===== src/rtl/pcs_pkg.sv =====
// Shared constants and helpers for the 64b/66b PCS x^58+x^39+1 scrambler family.
package pcs_pkg;

  localparam int unsigned SCR_HIST_W  = 58;
  localparam int unsigned SCR_TAP_A   = 39;
  localparam int unsigned SCR_TAP_B   = 58;
  localparam int unsigned SCR_MODE_TX = 0;
  localparam int unsigned SCR_MODE_RX = 1;

  typedef enum logic {
    StUnsync,
    StSync
  } scr_state_e;

  // Number of words needed before the whole history comes from line data.
  function automatic int unsigned scr_nsync(input int unsigned width);
    return (SCR_HIST_W + width - 1) / width;
  endfunction

endpackage


===== src/rtl/pcs_scrambler_gen_if.sv =====
// Valid/ready word stream carrying a payload and its sync header.
interface pcs_scrambler_gen_if #(
  parameter int unsigned DATA_WIDTH = 64,
  parameter int unsigned HDR_WIDTH  = 2
) ();

  logic [DATA_WIDTH-1:0] data;
  logic [HDR_WIDTH-1:0]  hdr;
  logic                  valid;
  logic                  ready;

  modport master (
    output data,
    output hdr,
    output valid,
    input  ready
  );

  modport slave (
    input  data,
    input  hdr,
    input  valid,
    output ready
  );

endinterface


===== src/rtl/pcs_skid_buf.sv =====
// Output register plus one skid register; in_ready is registered so it has no
// combinational dependence on out_ready.
module pcs_skid_buf #(
  parameter int unsigned WIDTH = 66
) (
  input  logic             clk_i,
  input  logic             rst_ni,
  input  logic [WIDTH-1:0] in_data_i,
  input  logic             in_valid_i,
  output logic             in_ready_o,
  output logic [WIDTH-1:0] out_data_o,
  output logic             out_valid_o,
  input  logic             out_ready_i
);

  logic [WIDTH-1:0] out_data_q, out_data_d;
  logic [WIDTH-1:0] skid_data_q, skid_data_d;
  logic             out_valid_q, out_valid_d;
  logic             skid_valid_q, skid_valid_d;
  logic             in_ready_q;
  logic             accept;

  assign accept = in_valid_i & in_ready_q;

  always_comb begin
    out_data_d   = out_data_q;
    out_valid_d  = out_valid_q;
    skid_data_d  = skid_data_q;
    skid_valid_d = skid_valid_q;
    if (!out_valid_q || out_ready_i) begin
      // Output slot frees up: the skid word goes first so order is kept.
      if (skid_valid_q) begin
        out_data_d   = skid_data_q;
        out_valid_d  = 1'b1;
        skid_valid_d = 1'b0;
      end else begin
        out_valid_d = accept;
        if (accept) begin
          out_data_d = in_data_i;
        end
      end
    end else if (accept) begin
      skid_data_d  = in_data_i;
      skid_valid_d = 1'b1;
    end
  end

  always_ff @(posedge clk_i or negedge rst_ni) begin
    if (!rst_ni) begin
      out_data_q   <= '0;
      out_valid_q  <= 1'b0;
      skid_data_q  <= '0;
      skid_valid_q <= 1'b0;
      in_ready_q   <= 1'b0;
    end else begin
      out_data_q   <= out_data_d;
      out_valid_q  <= out_valid_d;
      skid_data_q  <= skid_data_d;
      skid_valid_q <= skid_valid_d;
      in_ready_q   <= !skid_valid_d;
    end
  end

  assign in_ready_o  = in_ready_q;
  assign out_data_o  = out_data_q;
  assign out_valid_o = out_valid_q;

endmodule


===== src/rtl/pcs_scrambler_gen.sv =====
// Self-synchronous x^58+x^39+1 scrambler (MODE 0) or descrambler (MODE 1) with
// skid-buffered valid/ready, header passthrough, bypass, seed load and sync tracking.
module pcs_scrambler_gen import pcs_pkg::*; #(
  parameter int unsigned            DATA_WIDTH = 64,
  parameter int unsigned            HDR_WIDTH  = 2,
  parameter int unsigned            MODE       = SCR_MODE_TX,
  parameter logic [SCR_HIST_W-1:0]  SEED       = {SCR_HIST_W{1'b1}}
) (
  input  logic                  clk_i,
  input  logic                  rst_ni,
  pcs_scrambler_gen_if.slave    in_if,
  pcs_scrambler_gen_if.master   out_if,
  input  logic                  bypass_i,
  input  logic                  seed_load_i,
  input  logic [SCR_HIST_W-1:0] seed_i,
  output logic                  synced_o
);

  localparam int unsigned TapOff = SCR_TAP_B - SCR_TAP_A;
  localparam int unsigned ExtW   = DATA_WIDTH + SCR_HIST_W;
  localparam int unsigned NSync  = scr_nsync(DATA_WIDTH);
  localparam int unsigned CntW   = $clog2(NSync + 1);
  localparam logic [CntW-1:0] NSyncCnt = CntW'(NSync);
  localparam int unsigned BufW   = DATA_WIDTH + HDR_WIDTH;

  logic [SCR_HIST_W-1:0] hist_q, hist_d;
  logic [ExtW-1:0]       ext;
  logic [DATA_WIDTH-1:0] scr_data;
  logic [CntW-1:0]       cnt_q;
  scr_state_e            state_q;
  logic                  synced_q;
  logic                  accept;
  logic                  advance;
  logic [BufW-1:0]       buf_in;
  logic [BufW-1:0]       buf_out;

  assign accept  = in_if.valid & in_if.ready;
  assign advance = accept & !bypass_i;

  // Bits are produced serially so TX feedback sees outputs of earlier bits in this word.
  always_comb begin
    scr_data = '0;
    ext      = '0;
    ext[SCR_HIST_W-1:0] = hist_q;
    for (int unsigned i = 0; i < DATA_WIDTH; i++) begin
      scr_data[i] = in_if.data[i] ^ ext[i + TapOff] ^ ext[i];
      ext[SCR_HIST_W + i] = (MODE == SCR_MODE_RX) ? in_if.data[i] : scr_data[i];
    end
    hist_d = ext[ExtW-1:DATA_WIDTH];
  end

  always_ff @(posedge clk_i or negedge rst_ni) begin
    if (!rst_ni) begin
      hist_q   <= SEED;
      cnt_q    <= '0;
      state_q  <= StUnsync;
      synced_q <= 1'b0;
    end else if (seed_load_i) begin
      // A word accepted this cycle has already used the old history.
      hist_q   <= seed_i;
      cnt_q    <= '0;
      state_q  <= StUnsync;
      synced_q <= 1'b0;
    end else if (advance) begin
      hist_q <= hist_d;
      unique case (state_q)
        StUnsync: begin
          cnt_q <= cnt_q + 1'b1;
          if ((cnt_q + 1'b1) == NSyncCnt) begin
            state_q  <= StSync;
            synced_q <= 1'b1;
          end
        end
        StSync: begin
          state_q  <= StSync;
          synced_q <= 1'b1;
        end
        default: begin
          state_q  <= StUnsync;
          synced_q <= 1'b0;
        end
      endcase
    end
  end

  assign synced_o = synced_q | (MODE == SCR_MODE_TX);

  assign buf_in = {in_if.hdr, (bypass_i ? in_if.data : scr_data)};

  pcs_skid_buf #(
    .WIDTH(BufW)
  ) u_skid (
    .clk_i       (clk_i),
    .rst_ni      (rst_ni),
    .in_data_i   (buf_in),
    .in_valid_i  (in_if.valid),
    .in_ready_o  (in_if.ready),
    .out_data_o  (buf_out),
    .out_valid_o (out_if.valid),
    .out_ready_i (out_if.ready)
  );

  assign {out_if.hdr, out_if.data} = buf_out;

endmodule


===== src/flat_wrapper.sv =====
// flat-port wrapper written by rule: the top's interface ports become plain ports
module pcs_scrambler_gen_flat import pcs_pkg::*;
#(
  parameter int unsigned            DATA_WIDTH = 64,
  parameter int unsigned            HDR_WIDTH  = 2,
  parameter int unsigned            MODE       = SCR_MODE_TX,
  parameter logic [SCR_HIST_W-1:0]  SEED       = {SCR_HIST_W{1'b1}}
)
  (clk_i, rst_ni, bypass_i, seed_load_i, seed_i, synced_o, in_if_data, in_if_hdr, in_if_valid, in_if_ready, out_if_data, out_if_hdr, out_if_valid, out_if_ready);
  pcs_scrambler_gen_if #(.DATA_WIDTH(DATA_WIDTH), .HDR_WIDTH(HDR_WIDTH)) in_if_i ();
  pcs_scrambler_gen_if #(.DATA_WIDTH(DATA_WIDTH), .HDR_WIDTH(HDR_WIDTH)) out_if_i ();
  input  logic clk_i;
  input  logic rst_ni;
  input  logic bypass_i;
  input  logic seed_load_i;
  input  logic [SCR_HIST_W-1:0] seed_i;
  output logic synced_o;
  input wire logic [$bits(in_if_i.data)-1:0] in_if_data;
  input wire logic [$bits(in_if_i.hdr)-1:0] in_if_hdr;
  input wire logic [$bits(in_if_i.valid)-1:0] in_if_valid;
  output wire logic [$bits(in_if_i.ready)-1:0] in_if_ready;
  output wire logic [$bits(out_if_i.data)-1:0] out_if_data;
  output wire logic [$bits(out_if_i.hdr)-1:0] out_if_hdr;
  output wire logic [$bits(out_if_i.valid)-1:0] out_if_valid;
  input wire logic [$bits(out_if_i.ready)-1:0] out_if_ready;
  assign in_if_i.data = in_if_data;
  assign in_if_i.hdr = in_if_hdr;
  assign in_if_i.valid = in_if_valid;
  assign in_if_ready = in_if_i.ready;
  assign out_if_data = out_if_i.data;
  assign out_if_hdr = out_if_i.hdr;
  assign out_if_valid = out_if_i.valid;
  assign out_if_i.ready = out_if_ready;
  pcs_scrambler_gen #(.DATA_WIDTH(DATA_WIDTH), .HDR_WIDTH(HDR_WIDTH), .MODE(MODE), .SEED(SEED)) u_core (.clk_i(clk_i), .rst_ni(rst_ni), .in_if(in_if_i), .out_if(out_if_i), .bypass_i(bypass_i), .seed_load_i(seed_load_i), .seed_i(seed_i), .synced_o(synced_o));
endmodule

===== config.mk =====
export PLATFORM = sky130hd
export DESIGN_NAME = pcs_scrambler_gen_flat
export DESIGN_NICKNAME = d
export VERILOG_FILES = /design/src/rtl/pcs_pkg.sv /design/src/rtl/pcs_scrambler_gen_if.sv /design/src/rtl/pcs_skid_buf.sv /design/src/rtl/pcs_scrambler_gen.sv /design/src/flat_wrapper.sv
export SDC_FILE = /design/constraint.sdc
export NUM_CORES = 1
export LEC_CHECK = 0
export BUFFER_PORTS_ARGS = -buffer_cell sky130_fd_sc_hd__buf_4
export CORE_ASPECT_RATIO = 1.1
export CORE_MARGIN = 2
export CORE_UTILIZATION = 45
export CTS_BUF_LIST = sky130_fd_sc_hd__clkbuf_4
export CTS_CLUSTER_SIZE = 40
export DETAILED_ROUTE_END_ITERATION = 6
export PLACE_DENSITY = 0.73
export SYNTH_ARGS = -nofsm -noshare
export SYNTH_HDL_FRONTEND = slang
export SYNTH_SLANG_ARGS = --single-unit

===== constraint.sdc =====
create_clock -name clk_i -period 3.4 [get_ports clk_i]
set_input_delay 0.34 -clock clk_i [delete_from_list [all_inputs] [get_ports clk_i]]
set_output_delay 0.34 -clock clk_i [all_outputs]
set_load 0.005 [all_outputs]

Word-level counts from Yosys, hierarchy flattened
Cells that the tools add are included.
Widths: inputs -> output; s select.
- output and inout port bits: 69
- input bits: 130
- flip-flop bits (word level): 193
- reductions and logical operators: 8
- bitwise operators: 131
- multiplexer cells: 8
- operators with widths (cell ; number):
    $mux 66 ; 2
    $xor 1x1->1 ; 128
    $mux 58 ; 2
    $mux 64 ; 1
    $reduce_and 2->1 ; 2
    $reduce_bool 2->1 ; 2
    $logic_not 1->1 ; 3
    $mux 1 ; 3
    $and 1x1->1 ; 2
    $logic_or 1x1->1 ; 1
    $not 1->1 ; 1

Depth between registers and ports, before layout
Gate-level depths: netlist of the first run.
- word-level depth: 7
- depth in mapped cells: 8

By module
A second synthesis of the first run with hierarchy kept.
- cell total of the unflattened synthesis: 924
- area total of the unflattened synthesis: 11144.4 um^2
- modules (own cells, without submodules) (module ; times used ; area each (um^2) ; cells each):
    pcs_skid_buf ; 1 ; 6109.6 ; 362
    pcs_scrambler_gen ; 1 ; 5034.8 ; 562

Worst setup path before layout of the first run
OpenSTA, ideal clock, no wires.
- kind: flip-flop to flip-flop
- from: register u_core.hist_q[25]
- to: register u_core.u_skid.skid_data_q[45]
- path slack: 1.734 ns
- path buffers: 0
- period minus slack after synthesis: 1.666 ns
- data arrival time: 1.534 ns
- cell stages (with the launch flop): 6
- setup time: 0.133 ns
- cell sequence: dfstp_2 -> xnor3_2 -> xnor2_2 -> and3_1 -> nor3_1 -> a21oi_1
- word-level cells in the longest chain between the ends: 5
- RTL lines (what ; RTL line ; source):
    from (decl) ; pcs_scrambler_gen.sv:26 ; logic [SCR_HIST_W-1:0] hist_q, hist_d;
    from (signal assigned) ; pcs_scrambler_gen.sv:60 ; hist_q <= seed_i;
    from (signal assigned) ; pcs_scrambler_gen.sv:65 ; hist_q <= hist_d;
    $xor 1x1->1 (4 in a row) ; pcs_scrambler_gen.sv:46 ; scr_data[i] = in_if.data[i] ^ ext[i + TapOff] ^ ext[i];
    $mux 64 ; pcs_scrambler_gen.sv:88 ; assign buf_in = {in_if.hdr, (bypass_i ? in_if.data : scr_data)};
    to (signal assigned) ; pcs_skid_buf.sv:58 ; skid_data_q <= skid_data_d;
    to (decl) ; pcs_skid_buf.sv:17 ; logic [WIDTH-1:0] skid_data_q, skid_data_d;
Every way passes these cells.
A chain may end at the register's enable or synchronous reset.

Worst setup path in the final report of the first run
- from: register u_core.u_skid.skid_valid_q
- to: register u_core.u_skid.out_data_q[60], in the netlist u_core.u_skid.out_data_o[60]
- word-level cells in the longest chain between the ends: 2
- elaborated cells between the ends (all ways): 3
- classes of those cells: mux (1); reduce/logical (2)
- RTL lines (what ; RTL line ; source):
    from (decl) ; pcs_skid_buf.sv:19 ; logic skid_valid_q, skid_valid_d;
    from (signal assigned) ; pcs_skid_buf.sv:59 ; skid_valid_q <= skid_valid_d;
    $reduce_bool 2->1 (no source line) ; -- ;
    $reduce_and 2->1 (no source line) ; -- ;
    to (signal assigned) ; pcs_skid_buf.sv:56 ; out_data_q <= out_data_d;
    to (decl) ; pcs_skid_buf.sv:16 ; logic [WIDTH-1:0] out_data_q, out_data_d;
Several ways; a longest one is shown, not always the timed one.

==> flow_summary.ini, run 1 <==
[synth]
async_flop_share = 1.00
ys_seq_area_frac = 0.450
yosysMostFrequentCell = nand2_1
synth_common_cells = 160 x nand2_1, 135 x dfrtp_1, 121 x o21ai_1, 85 x xnor2_1, 81 x nor2_1
synth_enable_flop_cells = 0
yosysTopAreaCell = dfrtp_1
yosysWarnings = 0
synth_flop_cell = dfrtp_1
synth_top_area_share = 0.310
syn_nets = 1269
synth_area_leaders = dfrtp_1 31%, dfstp_2 14%, xnor2_1 6.8%
synth_cell_types = 35
syn_area_per_cell_um2 = 9.57
synth_area_um2 = 10900
syn_inst = 1139
ys_ff_latch = 193

[routing]
wl_per_cell_um = 19.1
vias = 8980
drt-met1-wl_mm = 13.5
dr.max_layer_used = met4
dr_wl_met2_mm = 15.3
drt-total-wl_mm = 32.1
vias_per_cell = 5.36
dr.pass1.iters = 5
drcViolationCount = 0
ant_nets = 0
first_iter_violations = 646
wl_met3_mm = 2.14

[setup_path]
crit_arrival_ns = 2.68
crit_fanout = 60
startpoint_type = flip-flop
path_cells = buf_4 > nor2_1 > a21oi_1 > a211oi_1 > a21o_1
critPathMaxStageDelay_ns = 0.74
critPathCaptureType = flip-flop
crit_family = flip-flops
path_buf_inv = 1
cpMaxStageDelayCell = dfrtp_2
path_depth = 5
critPathRequiredTime_ns = 3.91
reg2reg_slack_ns = 1.23
crit_type = reg -> reg
reg2reg_depth = 5

[final_layout]
drive_above_1_share = 0.251
fin_area_um2 = 13500
nets = 1486
area_growth_pct = 23.8
fin_util = 0.569
seq_area_um2 = 4900
fillers = 2077
multi_input_area_um2 = 5570

[grt]
antenna_found_initial = 1
grt.overflow.total = 0
grt_use_total = 0.253
grt_max_degree = 87
first_global_vias = 8652
grt_first_pass_wirelength_mm = 49.5

[hold_path]
holdPathStages = 3
hp-class = in -> reg

[clock_tree]
h-tree-depth = 4
clkTransAtPathRegs_ns = 0.15
cts_tree = yes
clock-sinks = 193
clock_latency_ns = 0.59
cts_buffers = 17
clockRootBuffer = clkbuf_4
post_cts_buffers = 0
cts_resized = 0
clock_path_buffers = 2

[timing]
setup_viol = 0
tightest_slew_ns = 1.17
fin_worst_skew_ns = 0.0188
finalSetupTns_ns = 0
max_slew_margin = 0.220
whs_ns = 0.0402
fmax_mhz = 460
maxSlewViolCount = 0
hold_viol = 0
rsz0062_at_grt = no
finalCriticalPeriod_ns = 2.17
min_period_over_period = 0.639

[die]
die_x_um = 152
coreArea_um2 = 23700
ios = 199
rows = 59
fp.dieH_um = 167
dieArea_um2 = 25500
initial_utilization = 0.460

[run]
maxCapViolCount = 0

[pwr]
peakVddDrop_v = 0.000243
power.density_nw_per_um2 = 575
p_leak_uw = 0.00612

[outcome]
status = complete, no violations

[place]
place_area_um2 = 12600
io_buffers = 197
hpwl_mm = 23.5
gp_congestion = 0.840
## layer usage
metal	vias up	global-route usage
met5	-	0
met4	0	0.105
met3	61	0.0437
met2	363	0.410
met1	4293	0.338
li1	4263	-
## power breakdown
group / switching [µW] / leakage [µW] / internal [µW]
Sequential: 534 / 0.00222 / 3040
Combinational: 1410 / 0.00374 / 1480
Clock: 779 / 0.000155 / 514
Total: 2730 / 0.00612 / 5030
## area by class of cell
class / instances / share of cell area
Multi-Input combinational cell: 839 / 0.413
Inverter: 35 / 0.00974
Clock buffer: 19 / 0.0106
Sequential cell: 193 / 0.363
Timing Repair Buffer: 270 / 0.164
Clock inverter: 13 / 0.0108
Tap cell: 305 / 0.0283
Antenna cell: 1 / 0.000185
## path summary, 6_finish.rpt
kind | startpoint | end
min in group asynchronous | rst_ni | u_core.u_skid.out_data_o[31]$_DFFE_PN0P_
worst min register to register | u_core.u_skid.out_data_o[16]$_DFFE_PN0P_ | u_core.u_skid.out_data_o[16]$_DFFE_PN0P_
worst min-delay path | in_if_data[60] | u_core.u_skid.skid_data_q[60]$_DFFE_PN0P_
max in group asynchronous | rst_ni | u_core.hist_q[5]$_DFFE_PN1P_
worst max-delay path | u_core.u_skid.skid_valid_q$_DFF_PN0_ | u_core.u_skid.out_data_o[60]$_DFFE_PN0P_
worst max register to register | u_core.u_skid.skid_valid_q$_DFF_PN0_ | u_core.u_skid.out_data_o[60]$_DFFE_PN0P_
## sequential cells by signal, summed over array words and instances, names as in the netlist
register / flops
u_core.hist_q: 58
u_core.u_skid.in_ready_o: 1
u_core.u_skid.skid_data_q: 66
u_core.u_skid.out_data_o: 66
u_core.u_skid.skid_valid_q: 1
u_core.u_skid.out_valid_o: 1
## cell usage in the layout (no fill, tap or decap), types with 15 or more instances in the layout
cell           Yosys  layout
nor3_1            39      39
xnor2_1           85      85
dfstp_2           58      58
xor2_1            62      62
clkbuf_4           2      19
nand2_1          160     160
mux2_1            36      36
inv_1             33      33
o21ai_1          121     121
dfrtp_1          135     134
a21oi_1           76      76
dlygate4sd3_1      0      62
xnor2_2           23      23
o21ai_0           48      48
mux2i_1           15      15
buf_4              3     205
nor2_1            81      80
## worst register-to-register path, cell delays in order, from the launching register on
cell,delay [ns]
dfrtp_2,0.74
buf_4,0.62
nor2_1,0.31
a21oi_1,0.19
a211oi_1,0.06
a21o_1,0.17
## kinds of logic (layout without fill, tap and decap cells)
logic type | after synthesis | in the layout | share of synthesized area
compound gates | 281 | 281 | 0.140
xor+xnor | 188 | 188 | 0.191
buf+inv | 107 | 337 | 0.0409
flops | 193 | 193 | 0.450
mux | 56 | 56 | 0.0562
other cells | 1 | 2 | 0.000344
simple gates | 313 | 313 | 0.121
## per-stage QoR
| step | setup WS, ns | cells | total power [µW] |
|---|---|---|---|
| 5_1_grt | 1.08 | 1675 | 8250 |
| 6_report | 1.23 | 1675 | 7760 |
| 2_1_floorplan | 1.73 | 1139 | 5220 |
| 3_3_place_gp | 1.35 | 1580 | 6370 |
| 3_5_place_dp | 1.26 | 1580 | 6460 |
| 4_1_cts | 1.23 | 1673 | 7800 |
## timing repair
action / CTS / global route
hold endpoints to repair: 132 / 1
setup endpoints to repair: 0 / 0
hold buffers: 61 / 1
Power figures use the tool's default switching activity.
==> run 2, diff against run 1 <==
--- a/config.mk
+++ b/config.mk
@@ -12,7 +12,7 @@
 export CTS_BUF_LIST = sky130_fd_sc_hd__clkbuf_4
 export CTS_CLUSTER_SIZE = 40
 export DETAILED_ROUTE_END_ITERATION = 6
-export PLACE_DENSITY = 0.73
+export PLACE_DENSITY = 0.75
 export SYNTH_ARGS = -nofsm -noshare
 export SYNTH_HDL_FRONTEND = slang
 export SYNTH_SLANG_ARGS = --single-unit
==> constraint.sdc (replaced) <==
create_clock -name clk_i -period 1.8 [get_ports clk_i]
set_input_delay 0.18 -clock clk_i [delete_from_list [all_inputs] [get_ports clk_i]]
set_output_delay 0.18 -clock clk_i [all_outputs]
set_load 0.005 [all_outputs]
==> run 2 against run 1 <==
Non-clock buffer count up 122; critical endpoint is now u_core.u_skid.skid_data_q[46]$_DFFE_PN0P_; die area is the same; combinational power grew 120%; global-route usage grew 3.5 points; largest cell class unchanged; flip-flop and latch count did not move; via count up 10%; first-iteration DRC count is 24% higher; final cell count rose by 7.3%; final area up 9.5%; the run now ends with negative setup slack left.
==> flow_summary.ini, run 2 (synthesized netlist as in run 1, its figures left out) <==
[pwr]
switchingPower_uw = 5570
p_leak_uw = 0.00671
power.density_nw_per_um2 = 1040
p_comb_frac = 0.406
p_total_uw = 15400
p_seq_frac = 0.433
p_int_uw = 9830
peakVddDrop_v = 0.000480
switching_share = 0.362
clockPowerShare = 0.161

[die]
coreArea_um2 = 23700
ios = 199
rows = 59
dieArea_um2 = 25500
fp.dieH_um = 167
die_x_um = 152
initial_utilization = 0.460

[setup_path]
startpoint_type = flip-flop
crit_fanout = 3
crit_arrival_ns = 2.33
crit_type = reg -> reg
critPathRequiredTime_ns = 2.30
critPathCaptureType = flip-flop

[timing]
fin_worst_skew_ns = 0.0224
finalCriticalPeriod_ns = 1.83
maxSlewViolCount = 0
tightest_slew_ns = 0.550
rsz0062_at_grt = yes
max_slew_margin = 0.634
min_period_over_period = 1.01
fin_ws_ns = -0.0252
hold_viol = 0
finalSetupTns_ns = -0.0252
fmax_mhz = 548
setup_viol = 1

[grt]
grt_use_total = 0.287
grt_max_degree = 97
grt.overflow.total = 0
antenna_found_initial = 1
first_global_vias = 9761
grt_first_pass_wirelength_mm = 56.2

[outcome]
failed_checks = negative setup slack
status = finished, violations left

[place]
hpwl_mm = 25.9
io_buffers = 197
preCtsSetupSlack_ns = 0.0470
place_area_um2 = 13000
gp_congestion = 0.938

[final_layout]
fillers = 1872
seq_area_um2 = 4900
fin_area_um2 = 14800
final_common_cell = buf_4
area_growth_pct = 35.6
nets = 1608
multi_input_area_um2 = 5680
drive_above_1_share = 0.287
layout_common_cells = 256 x buf_4, 160 x nand2_1, 133 x dfrtp_1, 123 x dlygate4sd3_1, 120 x o21ai_1

[routing]
drcViolationCount = 0
drt-total-wl_mm = 37.0
ant_nets = 0
vias_per_cell = 5.52
wl_per_cell_um = 20.6
vias = 9918
first_iter_violations = 801
dr.pass1.iters = 6

[clock_tree]
clock-sinks = 193
clock_path_buffers = 2
clkTransAtPathRegs_ns = 0.16
clockRootBuffer = clkbuf_4
cts_tree = yes
h-tree-depth = 4
cts_buffers = 17
clock_latency_ns = 0.62

[hold_path]
hp-class = in -> reg

[run]
maxCapViolCount = 0
## run 2: changes by cell type in the layout (fill, tap and decap cells not counted), sizes merged
| cell | previous run | this run |
|---|---|---|
| bufinv | 3 | 2 |
| dlygate4sd3 | 62 | 123 |
| clkbuf | 20 | 19 |
| clkinv | 8 | 5 |
| buf | 207 | 268 |
| inv | 35 | 40 |
## run 2: layer usage
metal	vias to the layer above	global-route usage	share of wire
li1	4508	-	-
met1	4827	0.374	0.40
met5	-	0	0
met3	93	0.0562	0.081
met4	0	0.123	0.044
met2	490	0.470	0.47
## run 2: final timing paths
check | startpoint | end | slack [ns] | depth (start not counted)
min in group asynchronous | rst_ni | u_core.u_skid.out_data_o[10]$_DFFE_PN0P_ | 0.08 | 2
setup reg to reg | u_core.hist_q[7]$_DFFE_PN1P_ | u_core.u_skid.skid_data_q[46]$_DFFE_PN0P_ | -0.03 | 5
setup / recovery | u_core.hist_q[7]$_DFFE_PN1P_ | u_core.u_skid.skid_data_q[46]$_DFFE_PN0P_ | -0.03 | 5
max in group asynchronous | rst_ni | u_core.hist_q[40]$_DFFE_PN1P_ | 1.02 | 3
hold / removal | in_if_data[52] | u_core.hist_q[46]$_DFFE_PN1P_ | 0.02 | 4
hold reg to reg | u_core.u_skid.out_data_o[31]$_DFFE_PN0P_ | u_core.u_skid.out_data_o[31]$_DFFE_PN0P_ | 0.50 | 2
## run 2: metrics by stage
stage | hold WS, ns | utilization | cells
2_1_floorplan | -0.116 | - | 1139
3_3_place_gp | 0.175 | 0.549 | 1624
3_5_place_dp | 0.173 | 0.549 | 1624
4_1_cts | 0.00342 | 0.613 | 1779
5_1_grt | 0.00945 | 0.624 | 1797
6_report | 0.0219 | 0.624 | 1797
## run 2: timing repair
item | in CTS | in global routing
resized for setup | 0 | 25
endpoints found under the hold margin | 297 | 0
hold buffers | 123 | 0
setup buffers | 0 | 17
setup endpoints to repair | 0 | 54
## run 2: power by group through the flow
stage	Sequential (µW)	Combinational [µW]	Clock, µW
2_1_floorplan	6520	3350	0
3_3_place_gp	6660	5630	0
3_5_place_dp	6720	5770	0
4_1_cts	6630	6000	2500
5_1_grt	6800	6790	2670
6_report	6670	6260	2480
## run 2: final cells by class
| cell class | count | area share |
|---|---|---|
| clock buffer | 18 | 0.00914 |
| inverter | 35 | 0.00889 |
| sequential | 193 | 0.332 |
| tap | 305 | 0.0258 |
| clock inverter | 14 | 0.0104 |
| antenna | 1 | 0.000169 |
| timing repair buffer | 392 | 0.229 |
| multi-input combinational | 839 | 0.384 |
## run 2: worst max-delay path, stage by stage (launching register included)
cell and delay (ns):
dfstp_2 0.60, xnor3_2 0.47, xnor2_2 0.17, and3_1 0.21, nor3_1 0.21, a21oi_1 0.07
==> run 3, diff against run 2 <==
--- a/config.mk
+++ b/config.mk
@@ -15,4 +15,5 @@
 export PLACE_DENSITY = 0.75
 export SYNTH_ARGS = -nofsm -noshare
 export SYNTH_HDL_FRONTEND = slang
+export SYNTH_HIERARCHICAL = 1
 export SYNTH_SLANG_ARGS = --single-unit
==> run 3 against run 2 <==
The flow still finishes with violations (negative setup slack); critical endpoint is now u_core/u_skid/out_data_o[52]$_DFFE_PN0P_; clock skew grew 0.0090 ns; first-iteration DRC count shrank 5.0%; final cell count shrank 7.6%; non-clock buffer count grew 60; core utilization grew 4.0 points; synthesized cell count shrank 19%; count of clock-buffer cells in the layout grew 2; worst setup slack lost 0.26 ns; highest routed layer unchanged; sequential power grew 6.3%; global-route usage shrank 0.22 points.
==> flow_summary.ini, run 3 <==
[pwr]
p_int_uw = 12300
p_seq_frac = 0.386
switching_share = 0.329
p_total_uw = 18400
p_comb_frac = 0.481
peakVddDrop_v = 0.000568
clockPowerShare = 0.133
switchingPower_uw = 6050
power.density_nw_per_um2 = 1130
p_leak_uw = 0.00769

[clock_tree]
clock_latency_ns = 0.60
clock-sinks = 193
cts_buffers = 17
clock_path_buffers = 2
clkTransAtPathRegs_ns = 0.16
clockRootBuffer = clkbuf_4
cts_tree = yes
h-tree-depth = 4

[timing]
min_period_over_period = 1.16
maxSlewViolCount = 0
hold_viol = 0
max_slew_margin = 0.597
finalSetupTns_ns = -4.67
fmax_mhz = 480
finalCriticalPeriod_ns = 2.08
tightest_slew_ns = 0.603
fin_worst_skew_ns = 0.0314
setup_viol = 36
rsz0062_at_grt = yes
fin_ws_ns = -0.283
whs_ns = 0.0366

[routing]
dr.pass1.iters = 5
wl_per_cell_um = 22.5
ant_nets = 0
drt-total-wl_mm = 37.4
vias_per_cell = 5.49
drcViolationCount = 0
vias = 9123
first_iter_violations = 761

[die]
initial_utilization = 0.457
rows = 60
coreArea_um2 = 24400
die_x_um = 154
fp.dieH_um = 169
dieArea_um2 = 26000
ios = 199

[grt]
first_global_vias = 9479
grt_max_degree = 80
grt_use_total = 0.285
antenna_found_initial = 1
grt.overflow.total = 0
grt_first_pass_wirelength_mm = 55.9

[synth]
synth_enable_flop_cells = 0
ys_seq_area_frac = 0.440
yosysWarnings = 6
synth_top_area_share = 0.303
synth_flop_cell = dfrtp_1
syn_area_per_cell_um2 = 12.1
syn_nets = 1054
synth_area_um2 = 11100
synth_cell_types = 35
ys_ff_latch = 193
yosysMostFrequentCell = dfrtp_1
synth_common_cells = 135 x dfrtp_1, 89 x mux2_2, 88 x xnor2_1, 84 x nand2_1
synth_area_leaders = dfrtp_1 30%, dfstp_2 14%, mux2_4 9.4%
syn_inst = 924
yosysTopAreaCell = dfrtp_1
async_flop_share = 1.00

[final_layout]
drive_above_1_share = 0.537
finalNonFillerCells = 1661
nets = 1467
final_common_cell = buf_4
area_growth_pct = 45.3
layout_common_cells = 321 x buf_4, 134 x dfrtp_1, 108 x dlygate4sd3_1, 103 x mux2_4, 84 x nand2_1

[setup_path]
reg2reg_slack_ns = -0.28
crit_fanout = 2
reg2reg_depth = 6
crit_type = reg -> reg
startpoint_type = flip-flop
critPathRequiredTime_ns = 2.28
crit_arrival_ns = 2.56
critPathCaptureType = flip-flop

[run]
maxCapViolCount = 0

[outcome]
status = finished, violations left
failed_checks = negative setup slack

[hold_path]
holdPathStages = 4
hp-class = in -> reg

[place]
gp_congestion = 0.948
hpwl_mm = 25.4
io_buffers = 197
numPlacedInstances = 1496
run 3: cell count changes in the layout (fill, tap and decap cells not counted), sizes merged, moves of 22 or more:
cell	before	now
nor2	82	51
o211ai	0	22
buf	268	343
mux2	41	198
inv	40	4
o21ai	169	33
nand2	160	84
nor3	39	0
a21oi	76	1
run 3: cells by family after synthesis:
| kind of cell | count (synthesis) | synth area share |
|---|---|---|
| xor+xnor | 173 | 0.156 |
| other cells | 1 | 0.000336 |
| simple gates | 191 | 0.0754 |
| buf+inv | 60 | 0.0319 |
| mux | 215 | 0.239 |
| flops | 193 | 0.440 |
| compound gates | 91 | 0.0573 |
run 3: power groups by stage:
stage	combinational, µW	sequential, µW	clock (µW)
CTS	8310	7020	2500
global placement	7430	6990	0
finish	8840	7090	2440
global route	9350	7240	2680
floorplan	4180	6900	0
detailed placement	7580	7050	0
run 3: area by class of cell:
cell class,instances,area (µm²)
inverter,2,7.51
clock buffer,20,150
fill,1721,8200
sequential,193,4900
clock inverter,12,134
tap,310,388
antenna,1,2.50
timing repair buffer,452,3900
multi-input combinational,671,6710
run 3: worst max-delay path: stages (launching register included):
cell	delay, ns
dfstp_2	0.56
xor3_2	0.49
xnor2_2	0.18
nor2_1	0.07
xor2_1	0.16
mux2_2	0.26
mux2_2	0.26
run 3: final timing paths:
path                                                                 from                                   endpoint
worst min-delay path                                       in_if_data[28]  u_core/u_skid/skid_data_q[28]$_DFFE_PN0P_
worst max register to register              u_core/hist_q[13]$_DFFE_PN1P_   u_core/u_skid/out_data_o[52]$_DFFE_PN0P_
worst min register to register  u_core/u_skid/skid_data_q[65]$_DFFE_PN0P_  u_core/u_skid/skid_data_q[65]$_DFFE_PN0P_
max in group asynchronous                                          rst_ni   u_core/u_skid/out_data_o[43]$_DFFE_PN0P_
min in group asynchronous                                          rst_ni  u_core/u_skid/skid_data_q[43]$_DFFE_PN0P_
worst max-delay path                        u_core/hist_q[13]$_DFFE_PN1P_   u_core/u_skid/out_data_o[52]$_DFFE_PN0P_
run 3: per-stage QoR:
stage	cell area (µm²)	setup slack (ns)	utilization
after floorplan	11300	-0.203	-
after global placement	13900	-0.221	0.571
after detailed placement	13900	-0.236	0.571
after CTS	15700	-0.267	0.645
after global routing	16200	-0.334	0.664
final	16200	-0.283	0.664
run 3: routing by layer:
layer / wire length (µm) / share of wire / track usage / vias up
met5: 0 / 0 / 0 / -
met2: 17600 / 0.47 / 0.455 / 433
met1: 15300 / 0.41 / 0.372 / 4571
met4: 1780 / 0.048 / 0.129 / 0
met3: 2650 / 0.071 / 0.0640 / 104
li1: - / - / - / 4015
run 3: timing repair:
action | in CTS | in global routing
gates resized for setup | 76 | 60
hold buffers | 107 | 1
setup buffers | 11 | 13
setup endpoints to repair | 40 | 65
pin swaps | 37 | 39
endpoints found under the hold margin | 236 | 1
